==> src/rtl/hdmi_pkg.sv <==
// Shared HDMI data-island packet types and the serial BCH parity step
// (also used by packet_assembler on the transmit side).
package hdmi_pkg;

  localparam int         PKT_LEN  = 32;
  localparam int         POS_W    = $clog2(PKT_LEN);
  localparam logic [7:0] BCH_POLY = 8'h83;

  typedef struct packed {
    logic [23:0]      header;
    logic [3:0][55:0] sub;
  } hdmi_packet_t;

  // One LFSR step of x^8+x^7+x^6+1, bits consumed LSB first.
  function automatic logic [7:0] bch_step(input logic [7:0] ecc, input logic din);
    return (ecc >> 1) ^ ((ecc[0] ^ din) ? BCH_POLY : 8'h00);
  endfunction

endpackage

==> src/rtl/packet_disassembler_bch_lfsr_check.sv <==
// One packet lane: captures BPC bits per packet clock (LSB first) and runs the BCH LFSR over the data bits.
// data_o/ecc_ok_o are combinational and describe the whole packet on its final clock; no backpressure.
module bch_lfsr_check #(
  parameter int BPC      = 1,
  parameter int DATA_LEN = 24
) (
  input  logic                       clk_pixel,
  input  logic                       reset,
  input  logic                       en_i,
  input  logic [hdmi_pkg::POS_W-1:0] pos_i,
  input  logic [BPC-1:0]             bits_i,
  output logic [DATA_LEN-1:0]        data_o,
  output logic                       ecc_ok_o
);
  import hdmi_pkg::*;

  localparam int W  = DATA_LEN + 8;
  localparam int IW = $clog2(W);

  logic [W-1:0] word_q, word_d;
  logic [7:0]   ecc_q, ecc_d;

  always_comb begin
    word_d = word_q;
    ecc_d  = ecc_q;
    if (en_i) begin
      if (pos_i == '0) ecc_d = 8'h00;
      for (int b = 0; b < BPC; b++) begin
        word_d[IW'(int'(pos_i) * BPC + b)] = bits_i[b];
        // Bits past the data field are the received parity, not LFSR input.
        if (int'(pos_i) * BPC + b < DATA_LEN) ecc_d = bch_step(ecc_d, bits_i[b]);
      end
    end
  end

  always_ff @(posedge clk_pixel or posedge reset) begin
    if (reset) begin
      word_q <= '0;
      ecc_q  <= '0;
    end else begin
      word_q <= word_d;
      ecc_q  <= ecc_d;
    end
  end

  assign data_o   = word_d[DATA_LEN-1:0];
  assign ecc_ok_o = (ecc_d == word_d[W-1 -: 8]);

endmodule

==> src/rtl/packet_disassembler.sv <==
// HDMI data-island receive path: deserializes header + four subpackets, checks BCH parity and framing.
// packet_valid pulses 1 cycle after packet clock 31 (32 after clock 0); no backpressure, take each packet on its pulse.
module packet_disassembler #(
  parameter int PKT_LEN = 32
) (
  input  logic             clk_pixel,
  input  logic             reset,
  input  logic             data_island_period,
  input  logic [3:0]       ch0_nibble,
  input  logic [3:0]       ch1_nibble,
  input  logic [3:0]       ch2_nibble,
  output logic [23:0]      header,
  output logic [3:0][55:0] sub,
  output logic             packet_valid,
  output logic             header_ecc_ok,
  output logic [3:0]       sub_ecc_ok,
  output logic             framing_ok
);
  import hdmi_pkg::*;

  logic [POS_W-1:0] pos_q, pos_d;
  logic             frame_err_q, frame_err_d;
  logic             done;

  logic [23:0]      hdr_data;
  logic             hdr_ok;
  logic [55:0]      sub_data [4];
  logic             sub_ok   [4];

  hdmi_packet_t     pkt_d, pkt_q;
  logic [3:0]       sub_ok_d, sub_ok_q;
  logic             pv_q, hdr_ok_q, fok_q;

  logic             unused_sync;
  assign unused_sync = ^ch0_nibble[1:0];

  assign done = data_island_period && (pos_q == POS_W'(PKT_LEN - 1));

  always_comb begin
    pos_d       = data_island_period ? pos_q + 1'b1 : '0;
    frame_err_d = frame_err_q;
    if (data_island_period) begin
      if (pos_q == '0) frame_err_d = ch0_nibble[3];
      else             frame_err_d = frame_err_q | ~ch0_nibble[3];
    end
  end

  bch_lfsr_check #(.BPC(1), .DATA_LEN(24)) u_hdr (
    .clk_pixel (clk_pixel),
    .reset     (reset),
    .en_i      (data_island_period),
    .pos_i     (pos_q),
    .bits_i    (ch0_nibble[2]),
    .data_o    (hdr_data),
    .ecc_ok_o  (hdr_ok)
  );

  for (genvar k = 0; k < 4; k++) begin : g_sub
    bch_lfsr_check #(.BPC(2), .DATA_LEN(56)) u_sub (
      .clk_pixel (clk_pixel),
      .reset     (reset),
      .en_i      (data_island_period),
      .pos_i     (pos_q),
      .bits_i    ({ch2_nibble[k], ch1_nibble[k]}),
      .data_o    (sub_data[k]),
      .ecc_ok_o  (sub_ok[k])
    );
  end

  always_comb begin
    pkt_d.header = hdr_data;
    pkt_d.sub    = '0;
    sub_ok_d     = '0;
    for (int k = 0; k < 4; k++) begin
      pkt_d.sub[k] = sub_data[k];
      sub_ok_d[k]  = sub_ok[k];
    end
  end

  always_ff @(posedge clk_pixel or posedge reset) begin
    if (reset) begin
      pos_q       <= '0;
      frame_err_q <= 1'b0;
      pkt_q       <= '0;
      pv_q        <= 1'b0;
      hdr_ok_q    <= 1'b0;
      sub_ok_q    <= '0;
      fok_q       <= 1'b0;
    end else begin
      pos_q       <= pos_d;
      frame_err_q <= frame_err_d;
      pv_q        <= done;
      // Outputs only move on a complete packet; truncated packets leave them untouched.
      if (done) begin
        pkt_q    <= pkt_d;
        hdr_ok_q <= hdr_ok;
        sub_ok_q <= sub_ok_d;
        fok_q    <= ~frame_err_d;
      end
    end
  end

  assign header        = pkt_q.header;
  assign sub           = pkt_q.sub;
  assign packet_valid  = pv_q;
  assign header_ecc_ok = hdr_ok_q;
  assign sub_ecc_ok    = sub_ok_q;
  assign framing_ok    = fok_q;

endmodule
==> config.mk <==
export PLATFORM = sky130hd
export DESIGN_NAME = packet_disassembler
export DESIGN_NICKNAME = d
export VERILOG_FILES = /design/src/rtl/hdmi_pkg.sv /design/src/rtl/packet_disassembler_bch_lfsr_check.sv /design/src/rtl/packet_disassembler.sv
export SDC_FILE = /design/constraint.sdc
export NUM_CORES = 1
export LEC_CHECK = 0
export CAP_MARGIN = 20
export CORE_MARGIN = 3
export CORE_UTILIZATION = 47
export DETAILED_ROUTE_END_ITERATION = 6
export PLACE_DENSITY = 0.72
export SLEW_MARGIN = 20
export SYNTH_ARGS = -nofsm -noshare
export SYNTH_HDL_FRONTEND = slang
export SYNTH_SLANG_ARGS = --single-unit
==> constraint.sdc <==
create_clock -name clk_pixel -period 18.5 [get_ports clk_pixel]
set_clock_uncertainty 0.15 [all_clocks]
set_input_delay 2.775 -clock clk_pixel [delete_from_list [all_inputs] [get_ports clk_pixel]]
set_output_delay 2.775 -clock clk_pixel [all_outputs]
set_load 0.01 [all_outputs]
* Yosys cells after proc, flatten, opt, wreduce, memory -nomap -nowiden
Index checks and enable logic that the tools add are counted.
** Cells by class
- Add/subtract/negate cells :: 2
- $mul :: 0
- Divide/modulo/power cells :: 0
- Order comparisons :: 9
- Eq/ne operators :: 6
- Shift-type cells :: 0
- Muxes and demuxes :: 60
- Bitwise gates (word level) :: 21
- Reductions and logical operators :: 5
** Operator list (number)
- $bwmux 64 :: 8
- $mux 8 :: 37
- $mux 64 :: 4
- $xor 7x8->8 :: 9
- $eq 8x8->1 :: 5
- $bwmux 32 :: 1
- $lt 32x7->1 const B :: 1
- $mux 32 :: 1
- $lt 6x8->1 const B :: 2
- $ge 6x1->1 const B :: 2
- $demux 1 s5 :: 2
- $xor 1x1->1 :: 9
- $add 6x1->7 const B :: 1
- $lt 5x7->1 const B :: 1
- $demux 1 s6 :: 1
- $lt 6x6->1 const B :: 1
- $add 5x1->5 const B :: 1
- $eq 5x5->1 const B :: 1
- $ge 5x1->1 const B :: 1
- $logic_not 5->1 :: 1
- $lt 5x5->1 const B :: 1
- $mux 1 :: 5
- $mux 5 :: 1
- $logic_and 1x1->1 :: 4
- 2 further kinds :: 3
** Storage, ports and cells
- Bits in registers :: 589
- Latch bits :: 0
- Bits in writable memories :: 0
- ROM bits :: 0
- Input bits :: 15
- Output and inout port bits :: 255
- Memories kept :: 0

* Depth between registers and ports, before layout
Gate-level depths: netlist of the first run.
- Depth after elaboration :: 14
- Mapped depth :: 11
- Mapped depth without buffers :: 9

* Modules after synthesis
A second synthesis of the first run with hierarchy kept.
** Unflattened totals
- Cell total of the unflattened synthesis :: 2552
- Area total of the unflattened synthesis :: 25823.5 µm²
** Modules (own cells, without submodules)
- packet_disassembler :: times used 1, cells an instance 1101, area an instance 9794.4 µm², sequential area each 6531.3 µm²
- bch_lfsr_check at g_sub[1].u_sub ... :: times used 2, cells an instance 317, area an instance 3529.6 µm², sequential area each 1801.7 µm²
- bch_lfsr_check at g_sub[3].u_sub :: times used 1, cells an instance 307, area an instance 3479.6 µm², sequential area each 1801.7 µm²
- bch_lfsr_check at g_sub[0].u_sub :: times used 1, cells an instance 287, area an instance 3304.4 µm², sequential area each 1801.7 µm²
- bch_lfsr_check at u_hdr :: times used 1, cells an instance 223, area an instance 2185.8 µm², sequential area each 1001.0 µm²

* Worst setup path before layout of the first run
Ideal clock, no wire load.
- Path type :: input port to flip-flop
- Start :: input ch1_nibble[2]
- End :: register sub_ok_q[2], in the netlist sub_ecc_ok[2]
- Data arrival time :: 4.317 ns
- Data required time :: 18.255 ns
- Path slack :: 13.937 ns
- Stages :: 7
- Path buffers :: 0
- Cells stage by stage :: nor3b_1 a211oi_1 o21ai_2 xnor2_2 mux2i_1 mux2_2 o31ai_1
** On the way
- Longest elaborated chain between the ends :: 11
- Elaborated cells between the ends (all ways) :: 14
- Those cells by class :: 1 x eq/ne; 9 x mux; 4 x bitwise
** RTL lines
- from (decl) :: line packet_disassembler.sv:10 : input logic [3:0] ch1_nibble,
- $xor 1x1->1 :: line hdmi_pkg.sv:16 : return (ecc >> 1) ^ ((ecc[0] ^ din) ? BCH_POLY : 8'h00);
- $mux 8 :: line hdmi_pkg.sv:16
- $xor 7x8->8 :: line hdmi_pkg.sv:16
- $mux 8 :: line packet_disassembler_bch_lfsr_check.sv:31 : if (int'(pos_i) * BPC + b < DATA_LEN) ecc_d = bch_step(ecc_d, bits_i[b]);
- $mux 8 :: line packet_disassembler_bch_lfsr_check.sv:26 : if (en_i) begin
- $xor 1x1->1 :: line hdmi_pkg.sv:16
- $mux 8 :: line hdmi_pkg.sv:16
- $xor 7x8->8 :: line hdmi_pkg.sv:16
- $mux 8 :: line packet_disassembler_bch_lfsr_check.sv:31
- $mux 8 :: line packet_disassembler_bch_lfsr_check.sv:26
- $eq 8x8->1 * :: line packet_disassembler_bch_lfsr_check.sv:47 : assign ecc_ok_o = (ecc_d == word_d[W-1 -: 8]);
- to (signal assigned) :: line packet_disassembler.sv:97 : sub_ok_q <= sub_ok_d;
- to (decl) :: line packet_disassembler.sv:31 : logic [3:0] sub_ok_d, sub_ok_q;
Mark *: on every way between the ends. The rest lies on a longest branch, timed or not. The select of a mux whose other input is x is not followed.
A chain may end at the register's enable or synchronous reset.

* Worst setup path in the final report of the first run
- Start :: input data_island_period
- End :: register pkt_q, in the netlist sub[208]
** On the way
- Longest elaborated chain between the ends :: 1
- Elaborated cells between the ends (all ways) :: 2
- Those cells by class :: 1 x mux; 1 x reduce/logical
** RTL lines
- from (decl) :: line packet_disassembler.sv:8 : input logic data_island_period,
- $mux 64 or $logic_and 1x1->1 (tied branches) :: line packet_disassembler_bch_lfsr_check.sv:26, packet_disassembler.sv:37
- to (signal assigned) :: line packet_disassembler.sv:95 : pkt_q <= pkt_d;
- to (decl) :: line packet_disassembler.sv:30 : hdmi_packet_t pkt_d, pkt_q;
Parallel ways exist; a longest one is shown, timed or not.

==> out/qor.txt, run 1 <==
status - complete, no violations
Crit Path Category - primary input to flop
top cells by area, synth - dfrtp_1, nand2_1, mux2_2, clkbuf_1, o21ai_0
CTS tree - done
family with the most delay on the worst path - buffers and inverters
Leak - 13.82 nW
highest routed layer - met4
CP Cell Sequence - clkdlybuf4s50_1 > buf_4 > nand2_4 > inv_8 > buf_4 > nand2_1 > nand2_1
maxcap violations - 0
Cell Count, Final, Fillers Out - 2913
Slew @ Worst Pin - 1.104 ns
EDFF count, synth - 0
# H-tree levels - 2
crit end category - flop
count leader, synth - nand2_1
r2r worst-path depth - 8
die width - 225.3 um
ANT cells - 0
PortBufs - 267
maximum clock path buffer count - 3
global-route usage over all layers - 0.2133
worst hold path depth - 0
vias in the first global route - 15270
first-pass GRT wire length - 85.28 mm
RR Endpoint - sub[166]$_DFFE_PP0P_
Inst Count DP - 2806
Final Hold Fails - 0
worst hold endpoint - g_sub[1].u_sub.word_q[51]$_DFF_PP0_
Core Util, Final - 0.5806
Synth Instances - 2175
pin count of the biggest net entering global routing - 165
die height - 225.3 um
cell area after synthesis - 22600 um^2
Num CTS Buffers - 59
fraction of layout cells with a size suffix above 1 - 0.1062
leading area contributor after synthesis - dfrtp_1
hold wc startpoint - g_sub[1].u_sub.word_q[51]$_DFF_PP0_
fin crit share - 0.3260
critical path required time - 18.92 ns
Startpoint Class - primary input
register bit total from synthesis - 589
Setup TNS Final - 0 ns
max-slew violations - 0
met2 routed WL - 26.10 mm
Worst Path Arrival - 6.45 ns
# rows - 79
YS warnings - 0
PwrDens - 105.9 nW/um^2
WP buf/inv - 4
slew margin rel. - 0.2642
Post-Route M1 WL - 22.35 mm
asr flop ratio synth - 1.000
initial antenna violation count - 0
PostCTS Resize Cnt - 0
drt drc - 0
RSZ-0062 raised after global routing - no
min-delay worst type - flop to flop
final setup fails - 0
post-CTS setup buffers - 0
ys flop type - dfrtp_1
Post-DRT Antenna Nets - 0
R2R Setup Slk - 14.28 ns
HPWL Detailed - 33.64 mm
wire length per cell - 18.44 um
Synth cell types - 72
RD Place Congestion - 0.8042
I/O pins - 270
Area Overhead vs Synth - 20.88%
GRT overflow - 0
Critical Path Max Stage Delay - 0.96 ns
core area - 47050 um^2
critical path fanouts, max - 148
routed wire length - 53.71 mm
Initial Util - 0.4803
clock sinks - 589
total die area - 50750 um^2
Clk pin slew, worst setup/hold paths - 0.06 ns
Final Net Count - 2280
number of hold buffers added after cts - 0
Clock Latency Late Sink - 0.63 ns
initial drt markers - 1037
most frequent cells after synthesis - nand2_1, dfrtp_1, clkbuf_1
register area share after synthesis - 0.6522
Reg2Reg Launch Point - pos_q[0]$_DFF_PP0_
Net Count, Synth - 2195
vias per inst - 5.080
Syn Area/Cell - 10.39 um^2
worst ir drop on vdd - 0.07762 mV
WL met3 - 3.872 mm
CP max-delay cell - buf_4
fin crit period - 6.031 ns
Filler Cell Count - 3835
Initial DRT Pass Iterations - 6
Synth top area share - 0.6522
FMAX - 0.1658 GHz
Root Driver - clkbuf_16
Stages on worst setup path - 7
vias - 14800
Power Total - 0.002892 W
## worst max-delay path by stage
stage          slack (ns)          startpoint                endpoint
2_1_floorplan        7.55               reset   frame_err_q$_DFF_PP0_
3_3_place_gp        11.90  data_island_period  header[12]$_DFFE_PP0P_
3_5_place_dp        11.78  data_island_period    sub[150]$_DFFE_PP0P_
4_1_cts             12.45  data_island_period    sub[150]$_DFFE_PP0P_
5_1_grt             12.23  data_island_period    sub[208]$_DFFE_PP0P_
6_report            12.47  data_island_period    sub[208]$_DFFE_PP0P_
## cell usage in the layout, fill, tap and decap left out, types with 7 or more instances in the layout
cell and count:
mux2_2 106, and2_1 8, xnor2_1 37, clkbuf_16 59, o21ai_0 65, clkdlybuf4s50_1 267
a21oi_1 13, dfrtp_1 589, buf_4 17, clkbuf_1 10, xor2_1 19, nand3_1 12
inv_1 21, clkinv_2 8, bufinv_16 7, nor3_1 10, clkbuf_8 14, nor2_1 33
nand4_1 13, nand2_1 854
## per-stage QoR
step	hold slack [ns]	cell area (um^2)	setup WS (ns)
2_1_floorplan	0.2789	22600	7.546
3_3_place_gp	0.2145	25220	11.90
3_5_place_dp	0.2152	25220	11.78
4_1_cts	0.2298	27310	12.45
5_1_grt	0.2325	27320	12.23
6_report	0.2248	27320	12.47
## flip-flops by register name, summed over array words and instances, names as in the netlist, 4 cells and up
signal / cells
sub_ecc_ok: 4
sub: 224
header: 24
pos_q: 5
u_hdr.word_q: 32
g_sub.u_sub.ecc_q: 32
g_sub.u_sub.word_q: 256
u_hdr.ecc_q: 8
## cell type report
type	count	area (um^2)	area share
flip-flops and latches	589	14740	0.5396
multi-input cells	1299	6769	0.2478
repair buffers	287	2851	0.1044
clock buffers	83	1707	0.06248
well taps	607	759.5	0.02780
clock inverters	24	389.1	0.01425
inverters	24	101.3	0.003710
## power breakdown
part	switching, W	internal [W]
registers	0.0000428	0.00135
logic	0.000140	0.0000992
clock network	0.000512	0.000745
total	0.000695	0.00220
## metal layers
metal / global-route usage / up-vias
met3: 0.06070 / 87
met2: 0.3461 / 377
li1: - / 6960
met5: 0 / -
met4: 0.06724 / 0
met1: 0.2808 / 7373
## cells by family after synthesis
| logic type | Yosys count | share of synthesized area |
|---|---|---|
| compound gates | 148 | 0.04396 |
| xor+xnor | 59 | 0.02414 |
| fa+ha+maj | 5 | 0.002768 |
| buf+inv | 287 | 0.04917 |
| flops | 589 | 0.6522 |
| mux | 111 | 0.05559 |
| simple gates | 976 | 0.1721 |
(Power assumes the default switching activity.)
==> run 2: changes to the inputs <==
PLACE_DENSITY = 0.69   (was 0.72)
clock period = 5.9 ns   (was 18.5 ns; I/O delays follow)
==> out/qor.txt, run 2 (synthesis gave the netlist of run 1 again) <==
routed wire length - 53.63 mm (-0.16%)
Num CTS Buffers - 59 (unchanged)
crit end category - flop
Net Sw Frac - 0.2388 (-0.001472)
Largest register FFs - 256 (unchanged)
Biggest register - g_sub.u_sub.word_q
R2R Setup Slk - 2.43 ns (-11.85 ns)
Post-DRT Antenna Nets - 0 (unchanged)
core area - 47050 um^2 (unchanged)
hold wc startpoint - g_sub[0].u_sub.word_q[44]$_DFF_PP0_
r2r worst-path depth - 8 (unchanged)
I/O pins - 270 (unchanged)
clock sinks - 589 (unchanged)
Initial DRT Pass Iterations - 5 (-1)
Clock Latency Late Sink - 0.62 ns (about the same)
internal power - 0.006968 W (+220%)
vias - 14690 (-0.70%)
vias in the first global route - 15340 (+0.47%)
RD Place Congestion - 0.8345 (+3.8%)
post-CTS setup buffers - 0 (unchanged)
# rows - 79 (unchanged)
worst ir drop on vdd - 0.2227 mV (+190%)
wire length per cell - 18.36 um (-0.43%)
critical path required time - 6.24 ns (-12.68 ns)
commonest non-fill, non-tap cell in the layout - nand2_1
PostCTS Resize Cnt - 0 (unchanged)
first-pass GRT wire length - 85.15 mm (-0.15%)
critical path fanouts, max - 24 (-84%)
Setup TNS Final - 0 ns (unchanged)
initial antenna violation count - 1 (+1)
global-route usage over all layers - 0.2132 (about the same)
min-delay worst type - flop to flop
worst hold path depth - 0 (unchanged)
Crit Path Category - primary input to flop
Slew @ Worst Pin - 1.157 ns (+0.05363 ns)
fin crit share - 0.6165
die height - 225.3 um (unchanged)
HPWL Detailed - 33.81 mm (+0.52%)
Switch Pwr - 0.002186 W (+210%)
Clk pin slew, worst setup/hold paths - 0.06 ns (about the same)
Final Net Count - 2283 (+0.13%)
Root Driver - clkbuf_16
clock share of power - 0.440 (+0.005)
Startpoint Class - primary input
fraction of layout cells with a size suffix above 1 - 0.1102 (+0.004002)
Worst Path Arrival - 3.98 ns (-2.47 ns)
initial drt markers - 1044 (+0.68%)
maximum clock path buffer count - 3 (unchanged)
status - complete, no violations
slew margin rel. - 0.2285 (-0.03576)
drt drc - 0 (unchanged)
number of hold buffers added after cts - 0 (unchanged)
PortBufs - 267 (unchanged)
combinational power share - 0.082 (about the same)
fin crit period - 3.637 ns
pin count of the biggest net entering global routing - 218 (+32%)
most frequent cells in the layout - nand2_1, dfrtp_1, clkdlybuf4s50_1
worst hold endpoint - g_sub[0].u_sub.word_q[44]$_DFF_PP0_
Reg2Reg Launch Point - pos_q[2]$_DFF_PP0_
Area Overhead vs Synth - 21.33%
Core Util, Final - 0.5828 (+0.002180)
total die area - 50750 um^2 (unchanged)
die width - 225.3 um (unchanged)
# H-tree levels - 2 (unchanged)
Sequential Power Share - 0.478 (-0.005)
vias per inst - 5.030 (-0.97%)
max-slew violations - 0 (unchanged)
CTS tree - done
FMAX - 0.2749 GHz
final hold slack - 0.2249 ns (+0.0001500 ns)
PwrDens - 333.8 nW/um^2 (+220%)
GRT overflow - 0 (unchanged)
Initial Util - 0.4803 (unchanged)
Final Hold Fails - 0 (unchanged)
Power Total - 0.009154 W (+220%)
final setup fails - 0 (unchanged)
maxcap violations - 0 (unchanged)
RSZ-0062 raised after global routing - no
Leak - 13.89 nW (+0.46%)
RR Endpoint - sub_ecc_ok[1]$_DFFE_PP0P_
## run 2: cell count changes in the layout (fill, tap and decap cells not counted), moves of 2 or more
cell       change
clkinv_2       +8
buf_12         +4
clkbuf_8       -4
bufinv_16      +3
clkbuf_1       -3
clkinv_16      -2
## run 2: power by group through the flow
| stage | registers (W) | logic [W] | clock network, W |
|---|---|---|---|
| after detailed placement | 0.00445 | 0.000748 | 0 |
| after CTS | 0.00437 | 0.000755 | 0.00411 |
| after floorplan | 0.00439 | 0.000638 | 0 |
| after global placement | 0.00443 | 0.000721 | 0 |
| after global routing | 0.00440 | 0.000844 | 0.00428 |
| final | 0.00438 | 0.000749 | 0.00403 |
## run 2: stage by stage
stage / cells / setup WS [ns] / instance area (um^2)
3_5_place_dp: 2809 / 1.656 / 25290
2_1_floorplan: 2175 / -3.164 / 22600
6_report: 2921 / 2.263 / 27420
3_3_place_gp: 2809 / 1.655 / 25290
4_1_cts: 2920 / 2.278 / 27420
5_1_grt: 2921 / 2.104 / 27420
## run 2: worst max path at each step
stage                                           end          startpoint  slack [ns]  cells past startpoint
final                     sub_ecc_ok[1]$_DFFE_PP0P_  data_island_period        2.26                      7
after global routing      sub_ecc_ok[1]$_DFFE_PP0P_  data_island_period        2.10                      7
after CTS                 sub_ecc_ok[2]$_DFFE_PP0P_       ch1_nibble[2]        2.28                      8
after detailed placement  sub_ecc_ok[2]$_DFFE_PP0P_       ch1_nibble[2]        1.66                      8
after global placement    sub_ecc_ok[2]$_DFFE_PP0P_       ch1_nibble[2]        1.65                      8
after floorplan               frame_err_q$_DFF_PP0_               reset       -3.16                      1
## run 2: cell type report
cell class / instances / area [um^2]
antenna: 1 / 2.502
inverter: 24 / 101.3
clock inverter: 35 / 494.2
timing repair buffer: 290 / 2915
fill: 3895 / 19630
clock buffer: 76 / 1640
sequential: 589 / 14740
tap: 607 / 759.5
multi-input combinational: 1299 / 6766
## run 2: per-layer routing
layer | part of all wire | track usage | vias to the layer above
met3 | 0.073 | 0.07073 | 80
met1 | 0.42 | 0.2769 | 7301
met5 | 0 | 0 | -
met4 | 0.020 | 0.05494 | 0
met2 | 0.49 | 0.3483 | 331
li1 | - | - | 6981
## run 2: worst max-delay path: stages
cell and delay (ns):
clkdlybuf4s50_1 1.06, and2_1 0.86, o22a_1 0.27, xor2_1 0.07
a2111oi_1 0.36, nand4_1 0.18, o41ai_2 0.27
